`src/rtl/ifetch.sv`:
```
// ---------------------------------------------------------------------------
// ifetch: instruction fetch unit
//   Takes the current fetch address from the program counter and issues
//   instruction-memory requests. It returns an advance strobe to the PC and
//   buffers returned words with their PCs in an in-order queue. The queue
//   head is presented to decode with a valid/ready handshake. A redirect
//   flushes the queue and squashes every fetch still in flight.
//
// Ports
//   clk_i, rst_n_i       clock, asynchronous active-low reset
//   pc_i                 current fetch address
//   incr_pc_o            PC advance strobe (asserted in the grant cycle)
//   flush_i              redirect; the PC loads the branch target next cycle
//   imem_req_o/addr_o    memory request valid / address (addr = pc_i)
//   imem_gnt_i           memory accepted the request this cycle
//   imem_rvalid_i/rdata  in-order response, at least 1 cycle after grant
//   instr_valid_o        queue head valid
//   instr_ready_i        decode accepts the head
//   instr_o/instr_pc_o   head word and its PC (NOP_INSTR / 0 when empty)
// ---------------------------------------------------------------------------

// Generic in-order FIFO with synchronous clear; pointers wrap at DEPTH.
// Latency: a pushed word is visible on head_dat_o the cycle after the push.
// Backpressure: push when full is dropped unless a pop happens in the same cycle.
module ifetch_fifo #(
  parameter int WIDTH = 32,
  parameter int DEPTH = 2
) (
  input  logic                       clk_i,
  input  logic                       rst_n_i,
  input  logic                       clr_i,
  input  logic                       push_i,
  input  logic [WIDTH-1:0]           push_dat_i,
  input  logic                       pop_i,
  output logic [WIDTH-1:0]           head_dat_o,
  output logic [$clog2(DEPTH+1)-1:0] count_o
);

  localparam int PW = (DEPTH > 1) ? $clog2(DEPTH) : 1;
  localparam int CW = $clog2(DEPTH + 1);

  logic [WIDTH-1:0] mem_q [DEPTH];
  logic [PW-1:0]    wr_ptr_q, wr_ptr_d;
  logic [PW-1:0]    rd_ptr_q, rd_ptr_d;
  logic [CW-1:0]    count_q, count_d;
  logic             push_ok, pop_ok;

  // Explicit wrap so depths that are not a power of two also work.
  function automatic logic [PW-1:0] ptr_inc(input logic [PW-1:0] p);
    logic [PW-1:0] r;
    if (p == PW'(DEPTH - 1)) begin
      r = '0;
    end else begin
      r = p + PW'(1);
    end
    return r;
  endfunction

  always_comb begin
    pop_ok   = pop_i && (count_q != '0);
    // A pop frees the slot the push needs, so push+pop is legal when full.
    push_ok  = push_i && ((count_q != CW'(DEPTH)) || pop_ok);
    wr_ptr_d = wr_ptr_q;
    rd_ptr_d = rd_ptr_q;
    count_d  = count_q;
    if (clr_i) begin
      wr_ptr_d = '0;
      rd_ptr_d = '0;
      count_d  = '0;
    end else begin
      if (push_ok) begin
        wr_ptr_d = ptr_inc(wr_ptr_q);
      end
      if (pop_ok) begin
        rd_ptr_d = ptr_inc(rd_ptr_q);
      end
      case ({push_ok, pop_ok})
        2'b10:   count_d = count_q + CW'(1);
        2'b01:   count_d = count_q - CW'(1);
        default: count_d = count_q;
      endcase
    end
  end

  always_ff @(posedge clk_i or negedge rst_n_i) begin
    if (!rst_n_i) begin
      wr_ptr_q <= '0;
      rd_ptr_q <= '0;
      count_q  <= '0;
    end else begin
      wr_ptr_q <= wr_ptr_d;
      rd_ptr_q <= rd_ptr_d;
      count_q  <= count_d;
    end
  end

  // Storage needs no reset: count_q gates every use of the contents.
  always_ff @(posedge clk_i) begin
    if (push_ok && !clr_i) begin
      mem_q[wr_ptr_q] <= push_dat_i;
    end
  end

  assign head_dat_o = mem_q[rd_ptr_q];
  assign count_o    = count_q;

endmodule

// Fetch unit: PC -> imem requests -> in-order instruction queue -> decode.
// Latency: grant at N, rvalid at N+1, instr_valid_o at N+2.
// Backpressure: a stalled decode fills the queue; the credit rule then stops requests and PC advance.
module ifetch #(
  parameter int          FIFO_DEPTH      = 2,
  parameter int          MAX_OUTSTANDING = 2,
  parameter logic [31:0] NOP_INSTR       = 32'h0000_0013
) (
  input  logic        clk_i,
  input  logic        rst_n_i,
  input  logic [31:0] pc_i,
  output logic        incr_pc_o,
  input  logic        flush_i,
  output logic        imem_req_o,
  output logic [31:0] imem_addr_o,
  input  logic        imem_gnt_i,
  input  logic        imem_rvalid_i,
  input  logic [31:0] imem_rdata_i,
  output logic        instr_valid_o,
  input  logic        instr_ready_i,
  output logic [31:0] instr_o,
  output logic [31:0] instr_pc_o
);

  localparam int OW = $clog2(MAX_OUTSTANDING + 1);
  localparam int QW = $clog2(FIFO_DEPTH + 1);

  typedef struct packed {
    logic [31:0] pc;
    logic [31:0] instr;
  } iq_entry_t;

  // The address FIFO holds exactly the granted-but-unanswered requests, so
  // its occupancy is the outstanding count.
  logic [OW-1:0] outstanding;
  logic [OW-1:0] discard_q, discard_d;
  logic [QW-1:0] iq_count;
  logic [31:0]   rsp_addr;
  iq_entry_t     iq_push_dat;
  iq_entry_t     iq_head;
  logic          outstanding_ok;
  logic          credit_ok;
  logic          grant;
  logic          rsp;
  logic          rsp_keep;
  logic          iq_pop;

  // Every in-flight request owns a queue slot, so a response never finds
  // the queue full.
  assign outstanding_ok = (int'(outstanding) < MAX_OUTSTANDING);
  assign credit_ok      = ((int'(outstanding) + int'(iq_count)) < FIFO_DEPTH);

  // rst_n_i gates the request so that it is low while reset is held even
  // though the empty-state credit would otherwise allow one.
  assign imem_req_o  = rst_n_i && !flush_i && outstanding_ok && credit_ok;
  assign imem_addr_o = pc_i;
  assign grant       = imem_req_o && imem_gnt_i;
  assign incr_pc_o   = grant;

  // A response with nothing in flight is a protocol error and is ignored.
  assign rsp      = imem_rvalid_i && (outstanding != '0);
  // Responses to requests issued before a redirect are squashed, including
  // one that lands in the flush cycle itself.
  assign rsp_keep = rsp && (discard_q == '0) && !flush_i;

  assign instr_valid_o = (iq_count != '0);
  // Flush wins over the pop: the whole queue is being discarded anyway.
  assign iq_pop        = instr_valid_o && instr_ready_i && !flush_i;

  assign iq_push_dat = '{pc: rsp_addr, instr: imem_rdata_i};
  assign instr_o     = instr_valid_o ? iq_head.instr : NOP_INSTR;
  assign instr_pc_o  = instr_valid_o ? iq_head.pc : 32'h0;

  // discard counts how many of the in-flight responses are stale. On a
  // flush every request still in flight after this cycle becomes stale,
  // which also covers a flush arriving while older stale ones remain.
  always_comb begin
    discard_d = discard_q;
    if (flush_i) begin
      discard_d = outstanding - OW'(rsp);
    end else if (rsp && (discard_q != '0)) begin
      discard_d = discard_q - OW'(1);
    end
  end

  always_ff @(posedge clk_i or negedge rst_n_i) begin
    if (!rst_n_i) begin
      discard_q <= '0;
    end else begin
      discard_q <= discard_d;
    end
  end

  // Address of each granted request, consumed in order by its response.
  ifetch_fifo #(
    .WIDTH (32),
    .DEPTH (MAX_OUTSTANDING)
  ) u_addr_fifo (
    .clk_i      (clk_i),
    .rst_n_i    (rst_n_i),
    .clr_i      (1'b0),
    .push_i     (grant),
    .push_dat_i (pc_i),
    .pop_i      (rsp),
    .head_dat_o (rsp_addr),
    .count_o    (outstanding)
  );

  // Instruction queue towards decode, cleared on redirect.
  ifetch_fifo #(
    .WIDTH (64),
    .DEPTH (FIFO_DEPTH)
  ) u_instr_fifo (
    .clk_i      (clk_i),
    .rst_n_i    (rst_n_i),
    .clr_i      (flush_i),
    .push_i     (rsp_keep),
    .push_dat_i (iq_push_dat),
    .pop_i      (iq_pop),
    .head_dat_o (iq_head),
    .count_o    (iq_count)
  );

endmodule
```
`config.mk`:
```
export PLATFORM = sky130hd
export DESIGN_NAME = ifetch
export DESIGN_NICKNAME = d
export VERILOG_FILES = /design/src/rtl/ifetch.sv
export SDC_FILE = /design/constraint.sdc
export NUM_CORES = 1
export LEC_CHECK = 0
export CAP_MARGIN = 20
export CORE_MARGIN = 2
export CORE_UTILIZATION = 55
export CTS_CLUSTER_SIZE = 16
export DETAILED_ROUTE_END_ITERATION = 10
export GPL_TIMING_DRIVEN = 0
export HOLD_SLACK_MARGIN = 0.02
export PLACE_DENSITY = 0.85
export SYNTH_ARGS = -nofsm -noshare
export SYNTH_HDL_FRONTEND = slang
export SYNTH_SLANG_ARGS = --single-unit
```
`constraint.sdc`:
```
create_clock -name clk_i -period 11.3 [get_ports clk_i]
set_input_delay 2.26 -clock clk_i [delete_from_list [all_inputs] [get_ports clk_i]]
set_output_delay 2.26 -clock clk_i [all_outputs]
set_load 0.02 [all_outputs]
```
=== After elaboration in Yosys (flattened, before gate mapping) ===
Memory sizes are Yosys's and may differ from the RTL's.
Cells that the tools add are included.

* Latch bits: 0
* Bits in registers: 10
* Bits in writable memories: 192
* Output and inout port bits: 99
* Memories kept: 2
* Bits in read-only memories: 0

* Div/mod/pow operators: 0
* $add $sub $neg: 11
* Muxes and demuxes: 19
* Bitwise gates (word level): 0
* Equal/unequal tests: 6
* Shift-type cells: 0
* $lt $le $gt $ge: 2
* Multiply operators: 0
* Reduce and logical (&&, ||, !) cells: 27

{| class="wikitable"
|+ Memory list
! name !! words !! bits a word !! read ports !! clocked after Yosys merged registers in !! write ports !! line !! source
|-
| u_instr_fifo.mem_q || 2 || 64 || 1 || 0 || 1 || 42 || <nowiki>logic [WIDTH-1:0] mem_q [DEPTH];</nowiki>
|-
| u_addr_fifo.mem_q || 2 || 32 || 1 || 0 || 1 || 42 ||
|}

{| class="wikitable"
|+ Operators by type and width
! operator !! count
|-
| $mux W32 || 2
|-
| $logic_and A1 B1 Y1 || 15
|-
| $reduce_bool A2 Y1 || 7
|-
| $mux W1 || 12
|-
| $pmux W2 S2 || 2
|-
| $mux W2 || 3
|-
| $sub A2 B1 Y2 const B || 3
|-
| $add A1 B1 Y1 const B || 4
|-
| $add A2 B1 Y2 const B || 2
|-
| $eq A2 B1 Y1 const B || 2
|-
| $eq A2 B2 Y1 const B || 2
|-
| $ne A2 B2 Y1 const B || 2
|-
| $add A2 B2 Y3 || 1
|-
| $lt A3 B2 Y1 const B || 1
|-
| $reduce_bool A3 Y1 || 1
|-
| $logic_not A2 Y1 || 1
|-
| $logic_or A1 B1 Y1 || 2
|-
| $lt A2 B2 Y1 const B || 1
|-
| $sub A2 B1 Y2 || 1
|-
| $logic_not A1 Y1 || 1
|}

=== Longest topological paths before layout ===
* Depth after elaboration: 9
* Depth in mapped cells: 9
* Depth with buffers taken out: 8

=== Modules after synthesis ===
From an unflattened synthesis, not the netlist that was laid out.

* Cell total of the unflattened synthesis: 478
* Area total of the unflattened synthesis: 8334.2 µm²

{| class="wikitable"
|+ Modules (own cells, without submodules)
! module !! area each (µm²) !! cells an instance !! instances
|-
| ifetch_fifo at u_instr_fifo || 4830.9 || 223 || 1
|-
| ifetch_fifo at u_addr_fifo || 2563.7 || 125 || 1
|-
| ifetch || 939.7 || 130 || 1
|}

=== Worst setup path before layout ===
No wires, ideal clock.

* Kind: input to register
* Start point: input port imem_rvalid_i
* End point: memory u_instr_fifo.mem_q[1][0], enable pin
* Buffers on the path: 0
* Arrival: 7.178 ns
* Stages on the path: 3
* Data required time: 10.722 ns
* Setup slack: 3.544 ns
* Cells stage by stage: o211a_4 o21ai_2 nor3b_1

* Longest elaborated chain between the ends: 7

{| class="wikitable"
|+ RTL lines
! item !! line !! source
|-
| start, declared || 125 || <nowiki>input logic imem_rvalid_i,</nowiki>
|-
| $logic_and A1 B1 Y1 || 169 || <nowiki>assign rsp = imem_rvalid_i && (outstanding != '0);</nowiki>
|-
| $logic_and A1 B1 Y1 (2 in a row) || 172 || <nowiki>assign rsp_keep = rsp && (discard_q == '0) && !flush_i;</nowiki>
|-
| $logic_and A1 B1 Y1 || 62 || <nowiki>push_ok = push_i && ((count_q != CW'(DEPTH)) || pop_ok);</nowiki>
|-
| $logic_and A1 B1 Y1 || 99 || <nowiki>if (push_ok && !clr_i) begin</nowiki>
|-
| $mux W1 || 99 ||
|-
| $mux W1 (not written as such) || 100 || <nowiki>mem_q[wr_ptr_q] <= push_dat_i;</nowiki>
|-
| end, declared || 42 ||
|}

Every way passes these cells.

=== Worst setup path in the final report ===
* Start point: input port rst_n_i
* End point: output port incr_pc_o

* Longest elaborated chain between the ends: 4

{| class="wikitable"
|+ RTL lines
! item !! line !! source
|-
| start, declared || 118 || <nowiki>input logic rst_n_i,</nowiki>
|-
| $logic_and A1 B1 Y1 (3 in a row) || 163 || <nowiki>assign imem_req_o = rst_n_i && !flush_i && outstanding_ok && credit_ok;</nowiki>
|-
| $logic_and A1 B1 Y1 || 165 || <nowiki>assign grant = imem_req_o && imem_gnt_i;</nowiki>
|-
| end, declared || 120 || <nowiki>output logic incr_pc_o,</nowiki>
|}

Every way passes these cells.

==> impl_results.md <==
* Outcome: finished, final reports clean
* CTS Buf Count at 20
* Worst Path Required at 9040 ps
* Pleak at 3.65 nW
* # port buffers at 168
* HPWL Detailed at 10.6 mm
* CP Cell Sequence: clkdlybuf4s50_1 > nand3_2 > inv_1 > clkdlybuf4s50_1
* Core area at 14400 um^2
* Sequential power share at 47.0%
* Initial antenna violation count at 0
* CP Class: input port to primary output
* Cell taking the most area after synthesis: edfxtp_1
* R2R setup slack at 8360 ps
* Worst path buffer plus inverter count at 3
* Placement Rows at 44
* Area after DPL at 10200 um^2
* Area contributors post-synth: edfxtp_1, mux2i_1, mux2_2
* Synth Flop Type: edfxtp_1
* Max Cap Viol at 0
* CTS max path bufs at 3
* Largest net degree at the start of global routing at 33
* Clock Latency Late Sink at 480 ps
* Total grt overflow at 0
* CP dominant cell by count: clkdlybuf4s50_1
* Hold worst-path end: u_instr_fifo.mem_q[0][37]
* I/O pin cnt at 169
* Post-synth cell types at 40
* NetSw at 0.495 mW
* Final min period at 6280 ps
* Unrepaired setup endpoints after global routing: false
* CP max FO at 12
* Overall die height at 125 um
* Clock share of power at 30.1%
* Root Buffer: clkbuf_16
* CTS tree: yes
* DRT Pass-1 Iters at 4
* Placer Congestion at 0.740
* Initial Util at 56.0%
* Final ANT Viol Nets at 0
* Post-CTS Resized at 0
* Setup TNS Final at 0 ps
* Hold WC Path Type: flip-flop to flip-flop
* Hold Buf Count CTS at 0
* Pwr dens at 181 nW/um^2
* Slew Limit Fails at 0
* Synth Register Bits at 202
* Reg2Reg Launch Point: discard_q[0]
* Worst setup EP type: primary output
* # diodes at 0
* Gate power share at 22.8%
* Starting DRT DRC Count at 231
* Vias in the first global route at 4670
* Final Cycle Share at 55.6%
* Synth Net Count at 549
* Worst setup SP type: input port
* Slew HR at 32.1%
* Largest stage delay, worst path at 810 ps
* DRC Markers at 0
* R2r worst-path depth at 9
* Fin util at 74.5%
* H-tree depth at 1
* Die area at 15700 um^2
* Post-CTS setup buffers at 0
* Synth warn at 0
* DR vias at 4497
* Number of cells produced by synthesis at 475
* CP arrival at 4020 ps
* Pwr Total at 1.94 mW
* Final nets at 752
* Fin. Hold Viols at 0
* Hold Path Depth at 1
* Final Instance Area at 10800 um^2
* FMAX at 159 MHz
* Async SR Flop Fraction at 4.95%
* Clock slew at reported path FFs at 60 ps
* FF-to-FF End: u_instr_fifo.mem_q[1][28]
* Skew final at 11.9 ps
* EDFF count, synth at 192
* Final setup fails at 0
* Hold Slack at 563 ps
* Via-to-Cell Ratio at 5.15
* Share of cells above drive strength 1 at 19.6%
* Total GRT Usage at 19.2%
* Syn Area/Cell at 17.0 um^2
* Cell Area, Synth at 8080 um^2
* Routed wire length per instance at 17.4 um
* Slowest CP cell: clkdlybuf4s50_1
* Area Overhead vs Synth at 33.1%
* Num Clock Sinks at 202
* Sw frac at 25.5%
* Worst Tran Pin Value at 1020 ps
* Max VDD drop at 119 uV
* Cell family with most CP delay: buffers and inverters
* Post-synthesis sequential area ratio at 74.5%
* Pint at 1.45 mW
* Top cell type's share of synthesized area at 71.4%
* Hold path start: u_addr_fifo.mem_q[0][5]
* Die Wd at 125 um
* First-pass GRT wire length at 23.9 mm
* Final wirelength at 15.2 mm
## cells in the final DEF, fill, tap and decap left out, drive strengths merged, types with 2 or more instances in the layout
cell and n:
clkbuf 27, mux2 33, xor2 3, nand3 3, o21ai 5, and2 2
buf 66, clkdlybuf4s50 168, mux2i 64, inv 8, dfrtp 10, xnor2 4
clkinv 6, nor2b 2, nor3 3, clkinvlp 2, nor2 68, nand2 5
ha 3, edfxtp 192
## synthesized netlist by cell type (2+ instances only)
| library cell | number |
|---|---|
| buf_2 | 12 |
| nand2_1 | 5 |
| o21ai_2 | 2 |
| mux2i_1 | 64 |
| dfrtp_1 | 10 |
| inv_1 | 8 |
| nor2_1 | 67 |
| buf_4 | 39 |
| buf_6 | 2 |
| edfxtp_1 | 192 |
| mux2_2 | 32 |
| xor2_1 | 3 |
| nand3_1 | 2 |
| ha_1 | 3 |
| o21ai_0 | 3 |
| nor3_1 | 3 |
| nor2b_1 | 2 |
| xnor2_1 | 4 |
## kinds of logic after synthesis
kind of cell / share of synthesized area, %
adders and majority gates: 0.713
xor gates and xnor gates: 0.759
DFF: 74.5
AOI/OAI and AO/OA: 1.35
buffers and inverters: 5.08
and+or+nand+nor: 5.08
muxes: 12.5
## layer usage
layer,vias to the layer above,part of all wire (%),GRT usage (%)
li1,2126,-,-
met1,2187,42,25.3
met2,161,51,33.3
met3,23,6.1,3.51
met4,0,1.5,5.29
met5,-,0,0
## sequential cells by signal (all words and copies together), names as in the netlist
signal / count
u_addr_fifo.mem_q: 64
u_addr_fifo.wr_ptr_q: 1
u_addr_fifo.count_o: 2
u_instr_fifo.rd_ptr_q: 1
discard_q: 2
u_instr_fifo.wr_ptr_q: 1
u_addr_fifo.rd_ptr_q: 1
u_instr_fifo.mem_q: 128
u_instr_fifo.count_o: 2
## stage by stage
| step | cells | setup WS (ps) |
|---|---|---|
| after CTS | 873 | 4980 |
| after global placement | 827 | 448 |
| after detailed placement | 839 | 4970 |
| final | 874 | 5020 |
| after floorplan | 475 | 3540 |
| after global routing | 874 | 4850 |
## area by class of cell
| cell class | count | area [um^2] |
|---|---|---|
| clock buffer | 26 | 544 |
| buffer | 54 | 380 |
| clock inverter | 8 | 38.8 |
| timing repair buffer | 181 | 1840 |
| sequential | 202 | 6020 |
| tap | 184 | 230 |
| multi-input combinational | 211 | 1670 |
| fill | 856 | 3670 |
| inverter | 8 | 30.0 |
## power by group through the flow
stage	Combinational (mW)	Sequential (mW)	Clock [mW]
finish	0.443	0.913	0.585
global route	0.477	0.917	0.629
CTS	0.447	0.913	0.598
detailed placement	0.443	0.928	0
global placement	0.418	0.932	0
floorplan	0.278	0.927	0
## worst reg2reg max path: stages, from the launching register on
cell and delay, ps:
dfrtp_1 420, inv_1 90, ha_1 270, o211a_4 210
o21ai_2 80, nor3b_2 830, buf_8 250, buf_6 180
buf_6 180, buf_6 150
## worst max path at each step
stage	slack, ps	endpoint	startpoint	depth (start not counted)
2_1_floorplan	3540	u_instr_fifo.mem_q[1][0]	imem_rvalid_i	3
3_3_place_gp	450	u_instr_fifo.mem_q[1][26]	imem_rvalid_i	4
3_5_place_dp	4970	incr_pc_o	rst_n_i	4
4_1_cts	4980	incr_pc_o	rst_n_i	4
5_1_grt	4850	incr_pc_o	rst_n_i	4
6_report	5020	incr_pc_o	rst_n_i	4
(Power assumes the default switching activity.)
